`config.mk`:
```
export PLATFORM = sky130hd
export DESIGN_NAME = ifetch_unit
export DESIGN_NICKNAME = d
export VERILOG_FILES = /design/src/rtl/ifetch_unit.sv
export SDC_FILE = /design/constraint.sdc
export NUM_CORES = 1
export LEC_CHECK = 0
export ABC_AREA = 0
export BUFFER_PORTS_ARGS = -buffer_cell sky130_fd_sc_hd__buf_2
export CELL_PAD_IN_SITES_DETAIL_PLACEMENT = 1
export CELL_PAD_IN_SITES_GLOBAL_PLACEMENT = 1
export CORE_ASPECT_RATIO = 0.8
export CORE_MARGIN = 2
export CORE_UTILIZATION = 34
export DETAILED_ROUTE_END_ITERATION = 12
export GPL_TIMING_DRIVEN = 1
export HOLD_SLACK_MARGIN = 0.08
export PLACE_DENSITY_LB_ADDON = 0.1
export SLEW_MARGIN = 20
export SYNTH_ARGS = -nofsm -noshare
export SYNTH_HDL_FRONTEND = slang
export SYNTH_SLANG_ARGS = --single-unit
```
`constraint.sdc`:
```
create_clock -name sys_clk -period 2.03 [get_ports sys_clk]
set_clock_uncertainty 0.2 [all_clocks]
set_input_delay 0.406 -clock sys_clk [delete_from_list [all_inputs] [get_ports sys_clk]]
set_output_delay 0.406 -clock sys_clk [all_outputs]
set_load 0.1 [all_outputs]
```
`src/rtl/ifetch_unit.sv`:
```
// Instruction fetch stage: owns the PC, reads instruction memory over a
// req/ready handshake and holds one fetched instruction for the decoder.
//
// Handshakes:
//   imem: imem_req/imem_addr are held stable from the cycle imem_req rises
//         until the cycle imem_ready is seen high; a word transfers on
//         imem_req && imem_ready, and imem_req never depends on imem_ready.
//   decoder: the held instruction transfers on ins_valid_o && !stall_i;
//         redirect_i discards it instead of transferring it.
module ifetch_unit #(
    parameter logic [31:0] RESET_PC = 32'h0000_0000
) (
    input  logic        sys_clk,
    input  logic        rst,
    output logic        imem_req,
    output logic [31:0] imem_addr,
    input  logic        imem_ready,
    input  logic [31:0] imem_rdata,
    input  logic        stall_i,
    input  logic        redirect_i,
    input  logic [31:0] redirect_pc_i,
    output logic [31:0] ins_o,
    output logic [31:0] pc_o,
    output logic [31:0] pc_plus4_o,
    output logic        ins_valid_o,
    output logic [1:0]  dbg_state
);

    typedef enum logic [1:0] {
        ST_IDLE  = 2'd0,
        ST_FETCH = 2'd1,
        ST_FULL  = 2'd2,
        ST_DRAIN = 2'd3
    } state_t;

    localparam logic [31:0] START_PC = {RESET_PC[31:2], 2'b00};

    state_t      state_q, state_d;
    logic [31:0] pc_q, pc_d;
    logic [31:0] drain_q, drain_d;
    logic        load_buf;
    logic [31:0] target;
    logic [31:0] pc_inc;
    logic        redirect_lsb_unused;

    // Targets are always word aligned; the low bits of redirect_pc_i are ignored.
    assign target              = {redirect_pc_i[31:2], 2'b00};
    assign redirect_lsb_unused = ^redirect_pc_i[1:0];
    assign pc_inc              = pc_q + 32'd4;

    assign ins_valid_o = (state_q == ST_FULL);
    assign dbg_state   = state_q;

    // Next-state, next-PC and memory request decode.
    always_comb begin
        state_d   = state_q;
        pc_d      = pc_q;
        drain_d   = drain_q;
        load_buf  = 1'b0;
        imem_req  = 1'b0;
        imem_addr = pc_q;
        case (state_q)
            ST_IDLE: begin
                state_d = ST_FETCH;
            end
            ST_FETCH: begin
                imem_req = 1'b1;
                if (redirect_i) begin
                    pc_d = target;
                    // An unfinished request must still complete; remember
                    // its address and discard the word when it arrives.
                    if (!imem_ready) begin
                        drain_d = pc_q;
                        state_d = ST_DRAIN;
                    end
                end else if (imem_ready) begin
                    load_buf = 1'b1;
                    pc_d     = pc_inc;
                    state_d  = ST_FULL;
                end
            end
            ST_FULL: begin
                if (redirect_i) begin
                    pc_d    = target;
                    state_d = ST_FETCH;
                end else if (!stall_i) begin
                    // Buffer is consumed this cycle, so it can take the next
                    // word in the same edge if memory answers at once.
                    imem_req = 1'b1;
                    if (imem_ready) begin
                        load_buf = 1'b1;
                        pc_d     = pc_inc;
                    end else begin
                        state_d = ST_FETCH;
                    end
                end
            end
            ST_DRAIN: begin
                imem_req  = 1'b1;
                imem_addr = drain_q;
                if (redirect_i) begin
                    pc_d = target;
                end
                if (imem_ready) begin
                    state_d = ST_FETCH;
                end
            end
            default: begin
                state_d = ST_IDLE;
            end
        endcase
    end

    // State, PC and output buffer registers.
    always_ff @(posedge sys_clk) begin
        if (rst) begin
            state_q    <= ST_IDLE;
            pc_q       <= START_PC;
            drain_q    <= 32'd0;
            ins_o      <= 32'd0;
            pc_o       <= 32'd0;
            pc_plus4_o <= 32'd0;
        end else begin
            state_q <= state_d;
            pc_q    <= pc_d;
            drain_q <= drain_d;
            if (load_buf) begin
                ins_o      <= imem_rdata;
                pc_o       <= pc_q;
                pc_plus4_o <= pc_inc;
            end
        end
    end

endmodule
```
==> run_results.csv, run 1 <==
group,metric,value,unit
status,status,"finished, violations left",
status,violations,"setup timing",
synth,synthTopCellsByArea,"dfxtp_1 (44%), nand2_1 (12%), a21oi_1 (7.9%)",
global_route,grt_pass1_vias,7809,
pwr,p_leak,0.00503,uW
synth,netlist_area,0.00705,mm2
clocking,cts-root-buf,"clkbuf_16",
global_route,globalRoute.totalOverflow,0,
clocking,clk_latency,0.43,ns
synth,synthFlopType,"dfxtp_1",
placed_design,port_buffers,192,
final_layout,finalNetCount,1307,
clocking,clockBufferDepth,2,
synth,ys_async_sr_fraction,0,%
global_route,grt_usage,25.1,%
synth,synth_warnings,0,
setup_path,critical_path_class,"flip-flop to output pin",
setup_path,cp.arrival,1.78,ns
final_layout,syn_to_final_growth,75.0,%
synth,synth_most_common_cell,"nand2_1",
setup_path,path_max_fanout,9,
synth,ys_ff_latch,154,
pwr,p_int,6430,uW
detailed_routing,dr.pass1.iters,5,
synth,syn_avg_cell_area,7.92,um2
setup_path,crit_buf_inv,3,
clocking,cts_tree,"done",
setup_path,critPathCaptureType,"output pin",
pwr,pwr-share-comb,34.1,%
pwr,power_density,827,mW/mm2
synth,synth_top_area_share,43.7,%
synth,synth_common_cells,"nand2_1 (221), dfxtp_1 (154), a21oi_1 (111)",
synth,postSynthCellCount,890,
placed_design,dp_hpwl,18.8,mm
detailed_routing,drc,0,
global_route,grt_pass1_wl,42.7,mm
clocking,cts.clk_slew.worst_paths,0.07,ns
setup_path,crit_family,"buffers and inverters",
timing,timing.final.crit_share,118,%
floorplan,die-area,0.0219,mm2
detailed_routing,vias,8090,
timing,rsz0062_at_grt,"yes",
detailed_routing,drt_iter0_drc,487,
detailed_routing,vias_per_cell,5.34,
clocking,cts_sinks,154,
pwr,ir_worst_vdd,0.512,mV
timing,report.final.slew_viol_count,0,
timing,setup_viol,137,
placed_design,placedCellCount,1392,
floorplan,dieWidth,165,um
synth,synth.largest_area_cell,"dfxtp_1",
timing,period_minus_slack,2.39,ns
final_layout,fin_cells,1516,
pwr,p_sw_share,37.0,%
detailed_routing,wirelength,32.5,mm
placed_design,gp_congestion,0.811,
clocking,cts-buffers-inserted,17,
detailed_routing,wire_per_inst,21.4,um
setup_path,crit_top_cell,"buf_12",
final_layout,drive_gt1_share,47.6,%
timing,fmax,0.418,GHz
job,maxCapViolCount,0,
setup_path,slowest_stage,"dfxtp_4",
clocking,htree_num_levels,4,
worst_hold_path,min_path_type,"input pin to flip-flop",
pwr,pwr-share-seq,32.2,%
synth,synth_edf_count,0,
timing,relSlewSlack,65.0,%
final_layout,fillers,2313,
floorplan,ios,201,
floorplan,start_util,34.4,%
detailed_routing,ant_nets,0,
pwr,p_switching,3770,uW
floorplan,dieHeight,133,um
timing,final.setup.tns,-15.50,ns
global_route,grt_max_degree,60,
timing,worst_slew_pin_slew,0.524,ns
setup_path,worstSetupStartpointType,"flip-flop",
timing,fin_ws,-0.360,ns
global_route,antenna_found_initial,1,
synth,yosys.cell_types.count,59,
pwr,clock_power_share,33.7,%
synth,synth_sequential_area_ratio,43.7,%
floorplan,rows,47,
floorplan,core_area,0.0205,mm2
setup_path,cp_cell_sequence,"ha_4 > buf_12 > bufbuf_16 > o21ai_4 > buf_12",
setup_path,slowest_delay,0.37,ns
setup_path,required,1.42,ns
timing,hold_violations,0,
## path summary, 6_finish.rpt
path / start / slack [ns] / cells past startpoint / end
setup / recovery: dbg_state[1] / -0.36 / 5 / imem_addr[11]
hold / removal: redirect_pc_i[13] / 0.09 / 3 / pc_q[13]
setup reg to reg: dbg_state[0] / -0.26 / 10 / pc_q[24]
hold reg to reg: ins_o[15] / 0.25 / 2 / ins_o[15]
## routing by layer
metal  wire, um  vias up  part of all wire (%)  GRT usage, %
met5          0        -                     0             0
met2      15800      278                    49          40.3
li1           -     3760                     -             -
met4        529        0                   1.6          5.46
met1      14400     4007                    44          35.3
met3       1770       45                   5.5          4.51
## area by class of cell
class / count / area (um2) / area share, %
Inverter: 12 / 51.3 / 0.416
Clock inverter: 14 / 183 / 1.48
Tap cell: 269 / 337 / 2.73
Multi-Input combinational cell: 640 / 4510 / 36.6
Antenna cell: 1 / 2.50 / 0.0203
Clock buffer: 18 / 439 / 3.56
Timing Repair Buffer: 408 / 3720 / 30.1
Sequential cell: 154 / 3100 / 25.1
## cells in the final DEF (no fill, tap or decap), drive strengths merged, types with 9 or more instances in the layout
cell | netlist | layout
o21ai | 16 | 16
a21oi | 111 | 111
mux2 | 26 | 26
a211oi | 29 | 29
nand2 | 221 | 221
a32oi | 9 | 9
buf | 26 | 360
clkbuf | 67 | 30
dlygate4sd3 | 0 | 35
xor2 | 14 | 14
nand3 | 21 | 21
dfxtp | 154 | 154
nor3 | 9 | 9
nor2 | 61 | 61
xnor2 | 13 | 13
inv | 10 | 16
nand4 | 15 | 15
## worst min-delay path, cell delays in order
cell and delay, ns:
buf_2 0.09, a22oi_2 0.06, o32ai_1 0.11
## what timing repair did
item,in CTS,in global routing
gates cloned,2,21
hold buffers,35,0
setup buffers,12,24
gates resized for setup,108,140
endpoints found under the setup margin,50,143
pin swaps,16,54
hold endpoints to repair,35,0
## power by group through the flow
stage / Clock, uW / Sequential [uW] / Combinational, uW
global route: 3610 / 3300 / 3610
floorplan: 0 / 3770 / 1430
finish: 3440 / 3290 / 3480
global placement: 0 / 3330 / 2670
CTS: 3480 / 3270 / 2990
detailed placement: 0 / 3330 / 2690
## cell families after synthesis
family / Yosys count / synth area share, %
multiplexers: 31 / 4.86
adder cells (fa/ha/maj): 5 / 0.887
AND/OR/NAND/NOR: 358 / 22.4
buffers and inverters: 105 / 6.16
XOR/XNOR: 27 / 3.35
other: 1 / 0.0532
flip-flops: 154 / 43.7
AO/OA/AOI/OAI: 209 / 18.5
## through the flow
stage / utilization, % / worst slack, ns / cell area [um2] / total power, uW / hold slack (ns)
after floorplan: - / -0.343 / 7530 / 5190 / 0.233
after global placement: 47.0 / -0.0867 / 9660 / 6000 / 0.240
after detailed placement: 47.0 / -0.101 / 9660 / 6020 / 0.246
after CTS: 54.4 / -0.372 / 11200 / 9740 / 0.0828
after global routing: 60.1 / -0.400 / 12300 / 10500 / 0.0903
final: 60.1 / -0.360 / 12300 / 10200 / 0.0873
## registers in the layout (all words and copies together), names as in the netlist
signal / cells
ins_o: 32
dbg_state: 2
pc_plus4_o: 30
pc_o: 30
pc_q: 30
drain_q: 30
Power figures use the tool's default switching activity.
==> inputs of run 2 (changes only) <==
Settings changed: CORE_MARGIN 2 to 3, MAX_ROUTING_LAYER from default to met4.
==> run 2 against run 1 <==
Combinational power is 8.0% lower. Via count shrank 5.0%. Critical endpoint is now imem_addr[16]. The run still ends with setup timing left. Worst hold slack gained 0.0028 ns. Die area grew 2.7%.
==> run_results.csv, run 2 (same netlist as run 1, synthesis figures left out) <==
group,metric,value,unit
status,status,"finished, violations left",
status,violations,"setup timing",
setup_path,cp.arrival,1.79,ns
detailed_routing,drc,0,
clocking,cts-buffers-inserted,17,
final_layout,largest_register,"ins_o",
floorplan,ios,201,
floorplan,start_util,35.1,%
final_layout,finalNetCount,1280,
timing,rsz0062_at_grt,"yes",
timing,period_minus_slack,2.40,ns
clocking,cts.clk_slew.worst_paths,0.07,ns
final_layout,final_cell_mix,"nand2_1 (211), buf_2 (159), dfxtp_1 (148), buf_4 (121), a21oi_1 (100)",
timing,timing.final.crit_share,118,%
timing,final.setup.tns,-24.77,ns
global_route,globalRoute.totalOverflow,0,
placed_design,gp_congestion,0.860,
floorplan,core_area,0.0201,mm2
timing,setup_viol,155,
detailed_routing,drt_iter0_drc,563,
clocking,clockBufferDepth,2,
final_layout,antennaDiodeCount,0,
global_route,antenna_found_initial,0,
final_layout,layout_commonest_cell,"nand2_1",
pwr,p_leak,0.00475,uW
timing,worst_slew_pin_slew,0.587,ns
global_route,grt_max_degree,69,
final_layout,syn_to_final_growth,62.0,%
detailed_routing,wire_per_inst,19.2,um
detailed_routing,ant_nets,0,
floorplan,rows,46,
clocking,htree_num_levels,4,
global_route,grt_pass1_vias,7742,
timing,report.final.slew_viol_count,0,
setup_path,worstSetupStartpointType,"flip-flop",
detailed_routing,dr.pass1.iters,5,
timing,fin_ws,-0.368,ns
final_layout,largest_reg_flops,32,
detailed_routing,wirelength,28.5,mm
setup_path,reg2reg_depth,11,
clocking,clk_latency,0.43,ns
clocking,cts_sinks,154,
placed_design,post-place-ws,-0.162,ns
detailed_routing,vias_per_cell,5.19,
timing,fmax,0.417,GHz
global_route,grt_pass1_wl,43.1,mm
detailed_routing,vias,7688,
floorplan,dieWidth,167,um
placed_design,dp_hpwl,19.0,mm
clocking,cts-root-buf,"clkbuf_16",
setup_path,r2r_slack,-0.33,ns
setup_path,endpoint,"imem_addr[16]",
global_route,grt_usage,24.8,%
pwr,power_density,832,mW/mm2
setup_path,required,1.42,ns
setup_path,rr_startpoint,"dbg_state[0]",
worst_hold_path,min_path_type,"input pin to flip-flop",
pwr,ir_worst_vdd,0.449,mV
timing,hold_violations,0,
setup_path,path_max_fanout,8,
timing,relSlewSlack,61.1,%
clocking,cts_tree,"done",
job,maxCapViolCount,0,
final_layout,drive_gt1_share,42.4,%
setup_path,critPathCaptureType,"output pin",
setup_path,critical_path_class,"flip-flop to output pin",
setup_path,critPathLaunch,"dbg_state[1]",
floorplan,die-area,0.0225,mm2
floorplan,dieHeight,135,um
placed_design,port_buffers,192,
setup_path,r2r-end,"pc_q[27]",
-- run 2: changes by cell type in the layout (fill, tap and decap cells not counted), sizes merged --
| cell | change |
|---|---|
| buf | -15 |
| bufbuf | -1 |
| bufinv | -3 |
| clkbuf | -9 |
| clkinv | +1 |
| clkinvlp | +2 |
| diode | -1 |
| dlygate4sd3 | +1 |
| o2111a | -3 |
| or2 | -1 |
-- run 2: worst max-delay path, cell delays in order, from the launching register on --
cell	delay (ns)
dfxtp_4	0.37
ha_4	0.24
buf_12	0.17
buf_4	0.11
mux2_4	0.30
buf_12	0.17
-- run 2: worst min-delay path by stage --
stage,start,depth (start not counted),to
final,redirect_pc_i[13],3,pc_q[13]
after global routing,redirect_pc_i[17],3,pc_q[17]
after CTS,redirect_pc_i[13],3,pc_q[13]
after detailed placement,pc_o[10],2,pc_o[10]
after global placement,ins_o[21],2,ins_o[21]
after floorplan,drain_q[24],2,drain_q[24]
-- run 2: area by class of cell --
cell class,instances,area (um2)
Timing Repair Buffer,385,3230
Multi-Input combinational cell,636,4180
Sequential cell,154,3100
Inverter,12,48.8
Clock inverter,14,116
Clock buffer,17,425
Tap cell,264,330
Fill cell,2331,8660
-- run 2: power by group --
part | switching (uW) | internal [uW] | total [uW] | leakage [uW]
Sequential | 115 | 3160 | 3280 | 0.00125
Combinational | 2060 | 1130 | 3200 | 0.00324
Clock | 1440 | 1590 | 3030 | 0.000266
-- run 2: timing repair --
item / CTS / global route
endpoints found under the hold margin: 36 / 0
pin swaps: 19 / 26
endpoints found under the setup margin: 115 / 157
setup buffers: 18 / 5
hold buffers: 36 / 0
cloned: 1 / 3
resized for setup: 98 / 63
-- run 2: stage by stage --
stage / instance area [um2] / cells / util (%) / power (uW) / hold slack, ns
CTS: 11000 / 1475 / 54.9 / 9380 / 0.0820
finish: 11400 / 1482 / 56.9 / 9510 / 0.0901
global route: 11400 / 1482 / 56.9 / 9850 / 0.109
detailed placement: 9640 / 1389 / 48.0 / 6040 / 0.246
global placement: 9640 / 1389 / 48.0 / 6010 / 0.240
floorplan: 7530 / 895 / - / 5190 / 0.233
-- run 2: metal layers --
layer / track usage [%] / vias to the layer above / routed length [um]
met5: - / - / 0
met4: 5.91 / 0 / 409
met3: 3.98 / 39 / 1460
met2: 38.3 / 225 / 13100
met1: 34.4 / 3754 / 13500
li1: - / 3670 / -
==> inputs of run 3 (changes only) <==
Settings changed: CORE_MARGIN 3 to default.
==> run 3 against run 2 <==
The flow still finishes with violations (setup timing). Global-route usage increased by 1.9 points. Sequential share of layout area decreased by 1.9 points. Critical path depth unchanged. Critical path type unchanged. Flip-flop and latch count unchanged. Non-clock buffer count increased by 10.
==> run_results.csv, run 3 (same netlist as run 1, synthesis figures left out) <==
group,metric,value,unit
detailed_routing,wl_met1,14.5,mm
clocking,cts.clk_slew.worst_paths,0.07,ns
worst_hold_path,min_path_type,"input pin to flip-flop",
placed_design,dp_hpwl,18.5,mm
detailed_routing,routed-wl-met2,15.9,mm
setup_path,reg2reg_depth,9,
clocking,cts_sinks,154,
final_layout,largest_register,"ins_o",
floorplan,dieWidth,163,um
global_route,grt_pass1_wl,42.3,mm
setup_path,crit_family,"buffers and inverters",
detailed_routing,dr.max_layer_used,"met4",
worst_hold_path,holdCritStartpoint,"redirect_pc_i[21]",
pwr,power_density,801,mW/mm2
timing,hold_violations,0,
detailed_routing,dr.pass1.iters,5,
status,violations,"setup timing",
setup_path,slowest_stage,"dfxtp_4",
clocking,cts-buffers-inserted,17,
global_route,grt_pass1_vias,7668,
setup_path,r2r-end,"pc_q[26]",
setup_path,r2r_slack,-0.36,ns
global_route,grt_usage,26.7,%
setup_path,crit_buf_inv,3,
clocking,htree_num_levels,4,
setup_path,critPathLaunch,"dbg_state[0]",
timing,worst_slew_pin_slew,0.586,ns
floorplan,start_util,35.1,%
worst_hold_path,min_to,"pc_q[21]",
setup_path,critPathCaptureType,"output pin",
detailed_routing,wire_per_inst,22.0,um
setup_path,crit_cells,5,
detailed_routing,drt_iter0_drc,530,
setup_path,cp_cell_sequence,"ha_4 > buf_8 > buf_4 > mux2_4 > buf_12",
floorplan,dieHeight,131,um
timing,fmax,0.417,GHz
detailed_routing,drc,0,
timing,report.final.slew_viol_count,0,
status,status,"finished, violations left",
global_route,globalRoute.totalOverflow,0,
clocking,clockBufferDepth,2,
final_layout,final_cell_mix,"nand2_1 (167), buf_2 (158), dfxtp_1 (147), buf_4 (108), a21oi_1 (63)",
setup_path,worstSetupStartpointType,"flip-flop",
floorplan,die-area,0.0213,mm2
setup_path,slowest_delay,0.39,ns
pwr,p_leak,0.00528,uW
setup_path,path_max_fanout,11,
detailed_routing,ant_nets,0,
floorplan,ios,201,
timing,relSlewSlack,61.2,%
final_layout,largest_reg_flops,32,
floorplan,rows,46,
job,maxCapViolCount,0,
clocking,cts_tree,"done",
detailed_routing,vias_per_cell,5.46,
setup_path,rr_startpoint,"dbg_state[1]",
placed_design,port_buffers,192,
final_layout,finalNetCount,1291,
floorplan,core_area,0.0201,mm2
final_layout,layout_commonest_cell,"nand2_1",
detailed_routing,route.met3.wl,1.60,mm
final_layout,fin_cells,1495,
final_layout,fillers,2249,
final_layout,drive_gt1_share,51.0,%
worst_hold_path,min_path_cells,3,
placed_design,gp_congestion,0.849,
clocking,clk_latency,0.43,ns
final_layout,syn_to_final_growth,74.1,%
setup_path,cp.arrival,1.79,ns
global_route,antenna_found_initial,1,
detailed_routing,vias,8161,
setup_path,critical_path_class,"flip-flop to output pin",
timing,fin_ws,-0.367,ns
timing,timing.final.crit_share,118,%
global_route,grt_max_degree,58,
placed_design,placedCellCount,1371,
timing,period_minus_slack,2.40,ns
detailed_routing,wirelength,32.9,mm
timing,whs,0.134,ns
clocking,cts-root-buf,"clkbuf_16",
setup_path,required,1.42,ns
timing,rsz0062_at_grt,"yes",
timing,setup_viol,91,
pwr,ir_worst_vdd,0.443,mV
[run 3: how the worst max path moves through the flow]
stage | endpoint | slack (ns)
finish | imem_addr[23] | -0.37
global route | imem_addr[23] | -0.39
CTS | imem_addr[23] | -0.34
detailed placement | pc_q[2] | -0.13
global placement | imem_addr[29] | -0.09
floorplan | imem_req | -0.34
[run 3: per-layer routing]
metal | vias up | GRT usage, %
li1 | 3719 | -
met3 | 75 | 5.05
met4 | 0 | 6.71
met5 | - | -
met1 | 4069 | 35.4
met2 | 298 | 41.8
[run 3: what timing repair did]
action,in CTS,in global routing
endpoints found under the setup margin,60,147
gates cloned,2,9
pin swaps,12,103
endpoints found under the hold margin,37,0
resized for setup,102,238
hold buffers,37,0
buffers inserted,19,31
[run 3: worst reg2reg max path, delay by kind of cell (launching register included)]
kind / cells / cell delay, ns
DFF: 1 / 0.36
buffers and inverters: 3 / 0.34
and+or+nand+nor: 3 / 0.94
adders and majority gates: 1 / 0.17
AOI/OAI and AO/OA: 2 / 0.29
[run 3: cell type report]
cell class	instances	area, um2	share of cell area [%]
Multi-Input combinational cell	637	4780	38.9
Timing Repair Buffer	395	3480	28.3
Sequential cell	154	3100	25.2
Clock buffer	18	429	3.49
Tap cell	264	330	2.69
Clock inverter	14	114	0.927
Inverter	12	51.3	0.418
Antenna cell	1	2.50	0.0204
[run 3: through the flow]
| stage | util, % | setup slack, ns | power, uW | instance area (um2) | setup TNS, ns |
|---|---|---|---|---|---|
| 2_1_floorplan | - | -0.343 | 5190 | 7530 | -24.29 |
| 3_3_place_gp | 47.0 | -0.0904 | 5940 | 9440 | -1.62 |
| 3_5_place_dp | 47.0 | -0.135 | 5960 | 9440 | -2.56 |
| 4_1_cts | 54.5 | -0.341 | 9340 | 11000 | -9.95 |
| 5_1_grt | 61.1 | -0.394 | 10100 | 12300 | -18.40 |
| 6_report | 61.1 | -0.367 | 9840 | 12300 | -14.90 |
[run 3: power by group]
group / switching, uW / total (uW) / internal (uW)
Clock: 1460 / 3060 / 1600
Sequential: 129 / 3290 / 3160
Combinational: 2250 / 3490 / 1230
Total: 3840 / 9840 / 5990
